## src/rtl/seq_add_sub.sv

```systemverilog
// Multi-cycle WIDTH-bit adder/subtractor that processes CHUNK bits per clock and
// ripples the carry between chunks through a register. Valid/ready on both sides.
module seq_add_sub #(
    parameter int WIDTH = 6,
    parameter int CHUNK = 2
) (
    input  logic             clk,
    input  logic             reset_n,
    input  logic             in_valid,
    output logic             in_ready,
    input  logic [WIDTH-1:0] a,
    input  logic [WIDTH-1:0] b,
    input  logic             sub,
    input  logic             carry_in,
    output logic             out_valid,
    input  logic             out_ready,
    output logic [WIDTH-1:0] z,
    output logic             carry_out,
    output logic             overflow,
    output logic             zero,
    output logic             negative
);

    localparam int NSTEP = WIDTH / CHUNK;
    localparam int SW    = (NSTEP > 1) ? $clog2(NSTEP) : 1;
    localparam logic [SW-1:0] LAST = SW'(NSTEP - 1);

    if (WIDTH < 2 || CHUNK < 1 || CHUNK > WIDTH || (WIDTH % CHUNK) != 0) begin : g_bad_params
        $error("seq_add_sub: illegal WIDTH/CHUNK combination");
    end

    typedef enum logic [1:0] {IDLE, CALC, DONE} state_t;

    state_t           state, state_nxt;
    logic [WIDTH-1:0] op_a, op_b;
    logic             carry;
    logic [SW-1:0]    step;

    logic [CHUNK-1:0] a_ch, b_ch;
    logic [CHUNK:0]   sum;
    logic             msb_cin;
    logic [WIDTH-1:0] z_upd;
    logic             last_step;

    assign in_ready  = (state == IDLE);
    assign out_valid = (state == DONE);
    assign last_step = (step == LAST);

    always_ff @(posedge clk or negedge reset_n) begin
        if (!reset_n) state <= IDLE;
        else          state <= state_nxt;
    end

    always_comb begin
        state_nxt = state;
        case (state)
            IDLE:    if (in_valid)  state_nxt = CALC;
            CALC:    if (last_step) state_nxt = DONE;
            DONE:    if (out_ready) state_nxt = IDLE;
            default: state_nxt = IDLE;
        endcase
    end

    // One chunk slice per cycle; carry into the slice MSB recovered from a^b^sum.
    always_comb begin
        a_ch    = op_a[step*CHUNK +: CHUNK];
        b_ch    = op_b[step*CHUNK +: CHUNK];
        sum     = {1'b0, a_ch} + {1'b0, b_ch} + {{CHUNK{1'b0}}, carry};
        msb_cin = a_ch[CHUNK-1] ^ b_ch[CHUNK-1] ^ sum[CHUNK-1];
        z_upd   = z;
        z_upd[step*CHUNK +: CHUNK] = sum[CHUNK-1:0];
    end

    always_ff @(posedge clk or negedge reset_n) begin
        if (!reset_n) begin
            op_a      <= '0;
            op_b      <= '0;
            carry     <= 1'b0;
            step      <= '0;
            z         <= '0;
            carry_out <= 1'b0;
            overflow  <= 1'b0;
            zero      <= 1'b0;
            negative  <= 1'b0;
        end else begin
            case (state)
                IDLE: begin
                    if (in_valid) begin
                        op_a  <= a;
                        op_b  <= b ^ {WIDTH{sub}};
                        carry <= sub | carry_in;
                        step  <= '0;
                    end
                end
                CALC: begin
                    z     <= z_upd;
                    carry <= sum[CHUNK];
                    step  <= step + SW'(1);
                    if (last_step) begin
                        carry_out <= sum[CHUNK];
                        overflow  <= msb_cin ^ sum[CHUNK];
                        zero      <= (z_upd == '0);
                        negative  <= z_upd[WIDTH-1];
                    end
                end
                default: ;
            endcase
        end
    end

endmodule

```

## config.mk

```make
export PLATFORM = sky130hd
export DESIGN_NAME = seq_add_sub
export DESIGN_NICKNAME = d
export VERILOG_FILES = /design/src/rtl/seq_add_sub.sv
export SDC_FILE = /design/constraint.sdc
export NUM_CORES = 1
export LEC_CHECK = 0
export ABC_AREA = 0
export CELL_PAD_IN_SITES_DETAIL_PLACEMENT = 1
export CELL_PAD_IN_SITES_GLOBAL_PLACEMENT = 1
export CORE_MARGIN = 2
export CORE_UTILIZATION = 50
export DETAILED_ROUTE_END_ITERATION = 12
export DONT_BUFFER_PORTS = 1
export PLACE_DENSITY = 0.85
export SLEW_MARGIN = 10
export SYNTH_ARGS = -nofsm -noshare
export SYNTH_HDL_FRONTEND = slang
export SYNTH_SLANG_ARGS = --single-unit
```

## constraint.sdc

```tcl
create_clock -name clk -period 4.85 [get_ports clk]
set_input_delay 0.97 -clock clk [delete_from_list [all_inputs] [get_ports clk]]
set_output_delay 0.97 -clock clk [all_outputs]
set_load 0.05 [all_outputs]
```

# Word level (Yosys, flattened, before mapping)
# Index checks and enable logic that the tools add are counted.
# Widths: inputs -> output; s select.
dict set report totals {
  ff_bits 27
  wordCells 45
}
dict set report classes {
  add_sub_neg 4
  n_eq_ne 6
  shift 4
  muxes 9
  n_bitwise 5
  n_reduce_logical 7
}
# cell n
set ops {}
lappend ops {{$neg 3->34} 1}
lappend ops {{$shift 2x34->6 const A} 1}
lappend ops {{$shiftx 2x34->6} 1}
lappend ops {{$shiftx 6x4->2} 2}
lappend ops {{$mux 2} 4}
lappend ops {{$bwmux 6} 1}
lappend ops {{$logic_not 6->1} 1}
lappend ops {{$pmux 2 s3} 1}
lappend ops {{$reduce_and 2->1} 3}
lappend ops {{$xor 6x6->6} 1}
lappend ops {{$eq 2x2->1 const B} 2}
lappend ops {{$ne 2x2->1 const B} 2}
lappend ops {{$pmux 2 s2} 1}
lappend ops {{$add 2x2->3} 1}
lappend ops {{$add 3x1->3} 1}
lappend ops {{$reduce_and 3->1} 1}
lappend ops {{$xor 1x1->1} 3}
lappend ops {{$add 2x1->2 const B} 1}
lappend ops {{$eq 2x1->1 const B} 1}
lappend ops {{$logic_not 2->1} 1}
lappend ops {{$ne 2x1->1 const B} 1}
lappend ops {{$pmux 1 s2} 1}
lappend ops {{$reduce_bool 2->1} 1}
lappend ops {{$mux 1} 1}
lappend ops {{$or 1x1->1} 1}

# Depth between registers and ports, before layout
dict set report logic_depth {
  depth_word 6
  depth_mapped 10
  ltp_nobuf 9
}

# Worst setup path before layout
# Ideal clock, no wire load.
dict set report synth_path {
  path_kind {reg-to-reg}
  from {register step[1]}
  to {register zero}
  setup_time_ps 130
  t_arrival_ps 2422
  required_ps 4720
  slack_ps 2298
  path_stages_with_launch 11
  path_buffers 1
  path_cell_list {dfrtp_1 -> clkbuf_1 -> nor2b_1 -> nand2_1 -> o21ai_0 -> fa_1 -> inv_1 -> fa_1 -> nor4b_1 -> mux2_2 -> o41ai_2}
}
dict set report synth_between {
  elab_chain_cells 6
  word_cells_on_any_way 11
  cone_classes {3 x add/sub; 1 x eq/ne; 4 x shift; 1 x mux; 2 x reduce/logical}
}
# element line_no
set synth_lines {}
lappend synth_lines {{start, declared} 37} ;# logic [SW-1:0] step;
lappend synth_lines {{start signal, assigned} 98} ;# step <= step + SW'(1);
lappend synth_lines {{$shiftx 6x4->2 (on tied branches)} {66, 67}}
lappend synth_lines {{$add 2x2->3} 68} ;# sum = {1'b0, a_ch} + {1'b0, b_ch} + {{CHUNK{1'b0}}, carry};
lappend synth_lines {{$add 3x1->3} 68}
lappend synth_lines {{$shiftx 2x34->6} 71} ;# z_upd[step*CHUNK +: CHUNK] = sum[CHUNK-1:0];
lappend synth_lines {{$bwmux 6} 71}
lappend synth_lines {{$logic_not 6->1} 102} ;# zero <= (z_upd == '0);
lappend synth_lines {{end signal, assigned} 102}
lappend synth_lines {{end, declared} 20} ;# output logic zero,
# Several ways; a longest one is shown, not always the timed one.
# A chain may end at the register's enable or synchronous reset.

# Final worst setup path
dict set report layout_path {
  from {register step[0]}
  to {register z[5]}
}
dict set report layout_between {
  elab_chain_cells 5
  word_cells_on_any_way 8
  cone_classes {3 x add/sub; 4 x shift; 1 x mux}
}
# element line_no
set layout_lines {}
lappend layout_lines {{$shiftx 6x4->2 (on tied branches)} {66, 67}}
lappend layout_lines {{$add 2x2->3} 68}
lappend layout_lines {{$add 3x1->3} 68}
lappend layout_lines {{$shiftx 2x34->6} 71}
lappend layout_lines {{$bwmux 6 *} 71}
lappend layout_lines {{end signal, assigned} 96} ;# z <= z_upd;
lappend layout_lines {{end, declared} 17} ;# output logic [WIDTH-1:0] z,
# Mark *: on every way between the ends. The rest lies on a longest branch, timed or not.

==> run summary <==
reg2reg setup slack = 2030 ps
hold buffers post-CTS = 0
cell count after synthesis = 137
CP endpoint = z[5]
Die Wd = 59.5 um
final hold vios = 0
# diodes = 0
post-synth cell types = 35
Yosys Warn Count = 0
clock insertion delay at the later pin of the skew report = 340 ps
vias per inst = 5.98
# IOs = 30
H-tree levels = 1
R2R Path Start = step[0]
status = finished, final reports clean
DP HPWL = 2.35 mm
fraction of layout cells with a size suffix above 1 = 15.6%
EDFF count, synth = 0
Filler Cells Inserted = 333
Initial Utilization = 51.6%
Clock Root Buffer = clkbuf_4
Tot GR Track Use = 19.6%
CP Capture Type = flop
Seq cells post-synth = 27
post-CTS resize count = 0
Finish-stage setup viols = 0
CP Data Required Time = 5120 ps
register area share after synthesis = 43.9%
first-pass GRT wire length = 5.05 mm
HP Class = in -> async
actual slew at the worst max-slew pin = 884 ps
worst rel slew slack = 40.8%
CTS clk-pin slew, worst paths = 150 ps
Cell Count, Final, Fillers Out = 168
CP startpoint = step[0]
Register Area = 676 um^2
die height = 59.5 um
CORE AREA = 2980 um^2
post-route cell area = 1560 um^2
Worst Setup Path Type = reg -> reg
Avg WL per Cell = 18.6 um
TritonCTS clock tree = done
GRT overflow = 0
Vias = 1004
RSZ-0062 raised after global routing = false
CTS sink count = 27
ys async rst share = 100%
routability-driven placement congestion ratio = 0.821
Netlist Area Pre-Place = 1540 um^2
row count = 20
CP max FO = 15
WHS = 297 ps
DR iter-0 viols = 23
Mean Syn Cell Area = 11.2 um^2
Max Cap Viol = 0
Post-Syn Nets = 163
WP data arrival = 3090 ps
antenna viol nets, final = 0
Tmin final = 2820 ps
RR Endpoint = z[5]
max-slew violations = 0
multi-input logic area = 792 um^2
setup repair bufs after CTS = 0
port bufs = 0
area delta synth->final = 1.30%
Inserted Clock Buffers = 3
setup TNS = 0 ps
Die ar. = 3530 um^2
drt drc = 0
clk buf depth = 2
Post-Place Cells = 164
vias in the first global route = 1108
placed cell areas = 1530 um^2
period utilisation layout = 58.2%
Worst Setup Start Kind = flop
DRT Wirelength = 3.12 mm
drt first pass iters = 4
final net count = 162
Worst Clk Skew = 6.61 ps
FMAX = 354 MHz
path depth of the worst reg2reg path = 9
Top FF cell, synth = dfrtp_1
largest net degree at the start of global routing = 28
initial antenna violation count = 0
## metal layers
| metal | vias up | track usage, % | wire length [um] |
|---|---|---|---|
| met1 | 493 | 23.0 | 1370 |
| met4 | 0 | 10.1 | 72 |
| li1 | 479 | - | - |
| met3 | 7 | 3.71 | 122 |
| met2 | 25 | 33.8 | 1550 |
| met5 | - | 0 | 0 |
## cells in the final DEF, fill, tap and decap left out, types with 2 or more instances in the layout
cell type	Yosys	layout
dfrtp_1	27	27
nor2_1	13	13
nand2_1	10	10
mux2_2	9	9
xnor2_1	8	8
o21ai_0	7	7
mux2i_1	6	6
inv_1	6	6
ha_1	6	6
a21oi_1	5	5
a22o_1	5	5
a21oi_2	4	4
clkbuf_4	0	3
a21o_1	2	2
nand3b_1	2	2
o21bai_1	2	2
nor3_1	2	2
fa_1	2	2
## worst min-delay path by stage
stage          startpoint      end  slack, ps
5_1_grt           reset_n  op_a[5]        280
3_5_place_dp      op_a[1]  op_a[1]        510
3_3_place_gp      op_b[1]  op_b[1]        510
2_1_floorplan     op_a[0]  op_a[0]        480
6_report          reset_n  op_a[1]        300
4_1_cts           reset_n  op_a[1]        300
## worst max-delay path, stage by stage, from the launching register on
cell,delay (ps)
dfrtp_1,640
nor2b_1,400
nand2_1,100
o21ai_0,120
fa_1,220
inv_1,50
fa_1,450
nor4b_1,430
mux2i_1,170
o21ai_0,170
## logic make-up (layout without fill, tap and decap cells)
kind of cell    after synthesis  after routing  synth area share (%)
mux                          15             15                  10.5
flops                        27             27                  43.9
buf+inv                      12             10                  4.56
compound gates               30             30                  14.4
fa+ha+maj                     8              8                  7.49
simple gates                 37             37                  14.6
xor+xnor                      8              8                  4.56
## stage by stage
stage	utilization, %	setup WS, ps
floorplan	-	2300
global placement	51.4	2210
detailed placement	51.4	2050
CTS	52.3	2010
global route	52.3	1800
finish	52.3	2030
## state kept, by name, summed over array words and instances (netlist names)
register and flops:
z 6, step 2, overflow 1, state 2, negative 1, carry_out 1
op_b 6, carry 1, op_a 6, zero 1
## synth_stat cells, types with 2 or more instances
| master | count | area share [%] |
|---|---|---|
| a21o_1 | 2 | 0.98 |
| a21oi_1 | 5 | 1.6 |
| a21oi_2 | 4 | 2.3 |
| a22o_1 | 5 | 2.8 |
| buf_2 | 2 | 0.65 |
| buf_6 | 3 | 2.2 |
| dfrtp_1 | 27 | 44 |
| fa_1 | 2 | 2.6 |
| ha_1 | 6 | 4.9 |
| inv_1 | 6 | 1.5 |
| mux2_2 | 9 | 6.6 |
| mux2i_1 | 6 | 3.9 |
| nand2_1 | 10 | 2.4 |
| nand3b_1 | 2 | 0.98 |
| nor2_1 | 13 | 3.2 |
| nor3_1 | 2 | 0.65 |
| o21ai_0 | 7 | 2.3 |
| o21bai_1 | 2 | 0.98 |
| xnor2_1 | 8 | 4.6 |
## layout make-up
cell class | count | share of cell area (%)
clock buffers | 4 | 1.69
inverters | 6 | 1.45
multi-input cells | 98 | 50.8
flip-flops and latches | 27 | 43.4
well taps | 33 | 2.65
Power is not shown: default switching activity piles up to over one toggle a cycle in this logic, so the estimate is an artifact.
